<file path="src/rtl/gerenciador_voltas.sv">
// Lap manager: captures split times into a small ring buffer and muxes live count or a stored lap to the display.
// Optional: define SOBRESCREVER_EN so a full buffer overwrites its oldest lap instead of dropping the new one.
module gerenciador_voltas #(
   parameter  int PROFUNDIDADE = 8,
   parameter  int LARGURA_DEC  = 4,
   parameter  int LARGURA_SEG  = 10,
   localparam int IW           = $clog2(PROFUNDIDADE)
) (
   input  logic                   clk,
   input  logic                   reset,
   input  logic                   contando,
   input  logic                   volta,
   input  logic                   revisar,
   input  logic                   limpar,
   input  logic [LARGURA_DEC-1:0] cont_dec,
   input  logic [LARGURA_SEG-1:0] cont_seg,
   output logic [LARGURA_DEC-1:0] dec_disp,
   output logic [LARGURA_SEG-1:0] seg_disp,
   output logic                   modo_revisao,
   output logic [IW-1:0]          indice,
   output logic [IW:0]            num_voltas,
   output logic                   cheio,
   output logic                   vazio
);

`ifdef SOBRESCREVER_EN
   localparam bit SOBRESCREVE = 1'b1;
`else
   localparam bit SOBRESCREVE = 1'b0;
`endif

   typedef struct packed {
      logic [LARGURA_SEG-1:0] seg;
      logic [LARGURA_DEC-1:0] dec;
   } volta_t;

   typedef enum logic {AO_VIVO, REVISAO} estado_t;

   estado_t                    estado, estado_prox;
   logic                       volta_q, revisar_q, limpar_q;
   logic                       r_volta, r_revisar;
   logic                       p_limpar, p_revisar, p_volta;
   logic [IW-1:0]              ptr_esc, ptr_ant;
   volta_t [PROFUNDIDADE-1:0]  mem;
   volta_t                     leitura;
   logic                       captura, sobrepor;
   logic [IW:0]                ultimo;

   always_ff @(posedge clk or posedge reset)
      if (reset) {volta_q, revisar_q, limpar_q} <= '0;
      else       {volta_q, revisar_q, limpar_q} <= {volta, revisar, limpar};

   // Rising-edge pulses, masked so only the highest-priority press of a cycle survives
   assign r_volta   = volta   & ~volta_q;
   assign r_revisar = revisar & ~revisar_q;
   assign p_limpar  = limpar  & ~limpar_q;
   assign p_revisar = r_revisar & ~p_limpar;
   assign p_volta   = r_volta & ~r_revisar & ~p_limpar;

   assign captura  = (estado == AO_VIVO) & p_volta & contando & (~cheio | SOBRESCREVE);
   assign sobrepor = captura & cheio;
   assign ultimo   = num_voltas - (IW+1)'(1);
   assign leitura  = mem[ptr_ant + indice];

   always_ff @(posedge clk or posedge reset)
      if (reset) estado <= AO_VIVO;
      else       estado <= estado_prox;

   always_comb begin
      estado_prox = estado;
      if (p_limpar)
         estado_prox = AO_VIVO;
      else if (p_revisar) begin
         if (estado == REVISAO) estado_prox = AO_VIVO;
         else if (!vazio)       estado_prox = REVISAO;
      end
   end

   always_comb begin
      modo_revisao = (estado == REVISAO);
      cheio        = (num_voltas == (IW+1)'(PROFUNDIDADE));
      vazio        = (num_voltas == '0);
   end

   always_ff @(posedge clk or posedge reset)
      if (reset) begin
         ptr_esc    <= '0;
         ptr_ant    <= '0;
         num_voltas <= '0;
         indice     <= '0;
      end else if (p_limpar) begin
         ptr_esc    <= '0;
         ptr_ant    <= '0;
         num_voltas <= '0;
         indice     <= '0;
      end else begin
         if (captura) begin
            ptr_esc <= ptr_esc + 1'b1;
            // Full ring in overwrite mode: oldest slot is recycled, count saturates
            if (sobrepor) ptr_ant    <= ptr_ant + 1'b1;
            else          num_voltas <= num_voltas + 1'b1;
         end
         if (p_revisar)
            indice <= '0;
         else if (p_volta && estado == REVISAO)
            indice <= ({1'b0, indice} == ultimo) ? '0 : indice + 1'b1;
      end

   always_ff @(posedge clk)
      if (captura) mem[ptr_esc] <= {cont_seg, cont_dec};

   always_ff @(posedge clk or posedge reset)
      if (reset)                  {seg_disp, dec_disp} <= '0;
      else if (estado == REVISAO) {seg_disp, dec_disp} <= leitura;
      else                        {seg_disp, dec_disp} <= {cont_seg, cont_dec};

endmodule

</file>
<file path="config.mk">
export PLATFORM = sky130hd
export DESIGN_NAME = gerenciador_voltas
export DESIGN_NICKNAME = d
export VERILOG_FILES = /design/src/rtl/gerenciador_voltas.sv
export SDC_FILE = /design/constraint.sdc
export NUM_CORES = 1
export LEC_CHECK = 0
export CAP_MARGIN = 20
export CORE_MARGIN = 2
export CORE_UTILIZATION = 40
export CTS_CLUSTER_DIAMETER = 120
export DETAILED_ROUTE_END_ITERATION = 16
export DONT_BUFFER_PORTS = 1
export SYNTH_ARGS = -nofsm -noshare
export SYNTH_HDL_FRONTEND = slang
export SYNTH_SLANG_ARGS = --single-unit
</file>
<file path="constraint.sdc">
create_clock -name clk -period 4.2 [get_ports clk]
set_input_delay 0.42 -clock clk [delete_from_list [all_inputs] [get_ports clk]]
set_output_delay 0.42 -clock clk [all_outputs]
set_load 0.01 [all_outputs]
</file>
==> metrics.txt <==
Iteration-0 DRC Markers around 150; CTS root buf clkbuf_16; Clock power frac 45.2%; CP startpoint kind flip-flop; CP max stage delay just under 0.6 ns; global-route wire length before repair 16260 um; sequential share of power between 50% and 60%; leak pwr roughly 0.0023 uW; CTS Buf Count 17; Synth top area share between 50% and 60%; Syn Inst Count between 300 and 400; DRT Pass-1 Iters 5; largest net degree at the start of global routing 33; Starting Density 40.83%; Worst-Margin Slew 0.6175 ns; Die ar. approximately 15000 sq um; Switching Power between 600 and 700 uW; Final Instance Count excl. Fillers about 530; post_cts resized 0; number of vias per cell 5.255; cts-stage hold buffer count 0; share of cells above drive strength 1 about a quarter; most area-hungry cell type in the Yosys netlist edfxtp_1; TNS Setup 0 ns; routed via count about 2800; Final Slew Violations 0; CTS tree yes; Synth Register Bits 143; Routed Antenna Nets 0; fin crit share approximately two thirds; DP HPWL 6115 um; Distinct cells, synth 37; maximum clock path buffer count 2; port buffer count 0; drt wl/cell approximately 20 um; mapped cell area roughly 5600 sq um; # diodes 0; Min Hold Slack -0.005017 ns; crit path capture type flip-flop; Max Cap Viol 0; final WL ~10000 um; drc violations 0; Setup Buffers After CTS 0; Worst-path clk slew about 0.06 ns; dpl ws about 1.3 ns; total gr overflow 0; Net count, final 359; share of flip-flops with an asynchronous set or reset between 20% and 30%; gr usage total 15.30%; EDFF count, synth about 110; Sink Count between 100 and 150; initial antenna violation count 0; Worst Skew between 0.01 and 0.015 ns; hold crit path type in2async; CTS H-Tree Depth 4; final setup vio count 0; CP Cell Sequence inv_1, ha_1, and3b_1, or4b_4, nand2b_4, nor2_1, buf_4; Final Hold Fails 8; gpl congestion about 0.75; Int Power 2463 uW; core area 13830 sq um; Worst Path Arrival 3.00 ns; switching share of total power approximately 21%; I/O pin cnt between 40 and 50; Worst path slowest cell or4b_4; Max-slew headroom 58.75%; Area growth syn-to-layout 15.43%; f_max roughly 0.35 GHz; min cycle time layout around 2.9 ns; Die W roughly 120 um; failing checks negative hold slack; clock insertion delay at the later pin of the skew report 0.42 ns; syn_area_per_cell roughly 18 sq um; Worst Path Max Fanout 13; Critical Path RT about 4.3 ns; Die Y 122.8 um; setup ws final 1.318 ns; Rows 43; Logic pwr share approximately 4%; PwrDens slightly below 500 nW/um^2; Peak VDD IR about 0.26 mV; critical path type reg2reg; Cell Count Post-Placement around 490; net count after synthesis roughly 340; Area after DPL between 5000 and 6000 sq um; Primary FF master, synth edfxtp_1; commonest non-fill, non-tap cell in the layout edfxtp_1; RSZ-0062 raised after global routing no; register area share after synthesis around three quarters; Synth area leaders edfxtp_1, dfrtp_1, mux4_2; fin area 6516 sq um; outcome complete, but fails checks; Ys Warns 0; vias in the first global route 2926; most frequent cells in the layout edfxtp_1, dfrtp_1, mux4_2
-- Yosys cell counts (all sizes together), types with 3 or more instances --
library cell,number
o21ai,5
or3,3
buf,6
dfrtp,31
nor3,3
ha,5
xnor2,3
mux4,28
nor2b,3
nand2,6
nand2b,5
edfxtp,112
mux2i,14
inv,11
clkbuf,6
nor2,26
a21oi,22
xor2,3
-- area by class of cell --
class,instances,area [sq um]
Tap cell,180,225.2
Timing Repair Buffer,15,125.1
Clock buffer,20,456.7
Multi-Input combinational cell,145,1419
Clock inverter,12,110.1
Sequential cell,143,4139
Fill cell,1136,7311
Inverter,11,41.29
-- sequential cells by signal (all words and copies together) (netlist names) --
signal / count
seg_disp: 10
ptr_esc: 3
limpar_q: 1
ptr_ant: 3
mem: 112
modo_revisao: 1
num_voltas: 4
volta_q: 1
revisar_q: 1
indice: 3
dec_disp: 4
-- metrics by stage --
step / total power [uW] / utilization, %
after floorplan: 1714 / -
after CTS: 3174 / 46.98
after detailed placement: 1747 / 42.88
final: 3134 / 47.13
after global routing: 3246 / 47.13
after global placement: 1745 / 42.88
-- cells by family (layout without fill, tap and decap cells) --
kind of cell,count (synthesis),count (layout),synth area share [%]
flops,143,143,73.32
buf+inv,23,58,1.817
simple gates,59,59,5.674
mux,43,43,13.85
compound gates,31,31,2.948
xor+xnor,6,6,0.9310
fa+ha+maj,6,6,1.463
-- critical path: cells and delay by family, from the launching register on --
family                   cells  cell delay (ns)
adder cells (fa/ha/maj)      1             0.25
buffers and inverters        2             0.40
flip-flops                   1             0.52
AND/OR/NAND/NOR              4             1.42
-- layer usage --
metal	up-vias	GRT usage [%]	routed length [um]
met5	-	0	0
met4	0	7.112	160
met3	12	4.322	439
met2	54	24.48	5370
met1	1448	19.34	4466
li1	1250	-	-
-- worst paths after layout --
path	cells past startpoint	slack [ns]	end	startpoint
max	7	1.32	mem[37]$_DFFE_PP_	num_voltas[0]$_DFFE_PP0P_
min	2	-0.005	dec_disp[0]$_DFF_PP0_	reset
max reg2reg	7	1.32	mem[37]$_DFFE_PP_	num_voltas[0]$_DFFE_PP0P_
min reg2reg	1	0.50	ptr_ant[0]$_DFFE_PP0P_	ptr_ant[0]$_DFFE_PP0P_
max in group asynchronous	2	3.88	dec_disp[3]$_DFF_PP0_	reset
min in group clk	0	0.03	revisar_q$_DFF_PP0_	revisar
-- power by group through the flow --
stage / Combinational, uW / Sequential, uW / Clock (uW)
2_1_floorplan: 99.0 / 1620 / 0
3_3_place_gp: 126 / 1620 / 0
3_5_place_dp: 128 / 1620 / 0
4_1_cts: 128 / 1590 / 1450
5_1_grt: 142 / 1590 / 1510
6_report: 127 / 1590 / 1420
Power figures use the tool's default switching activity.
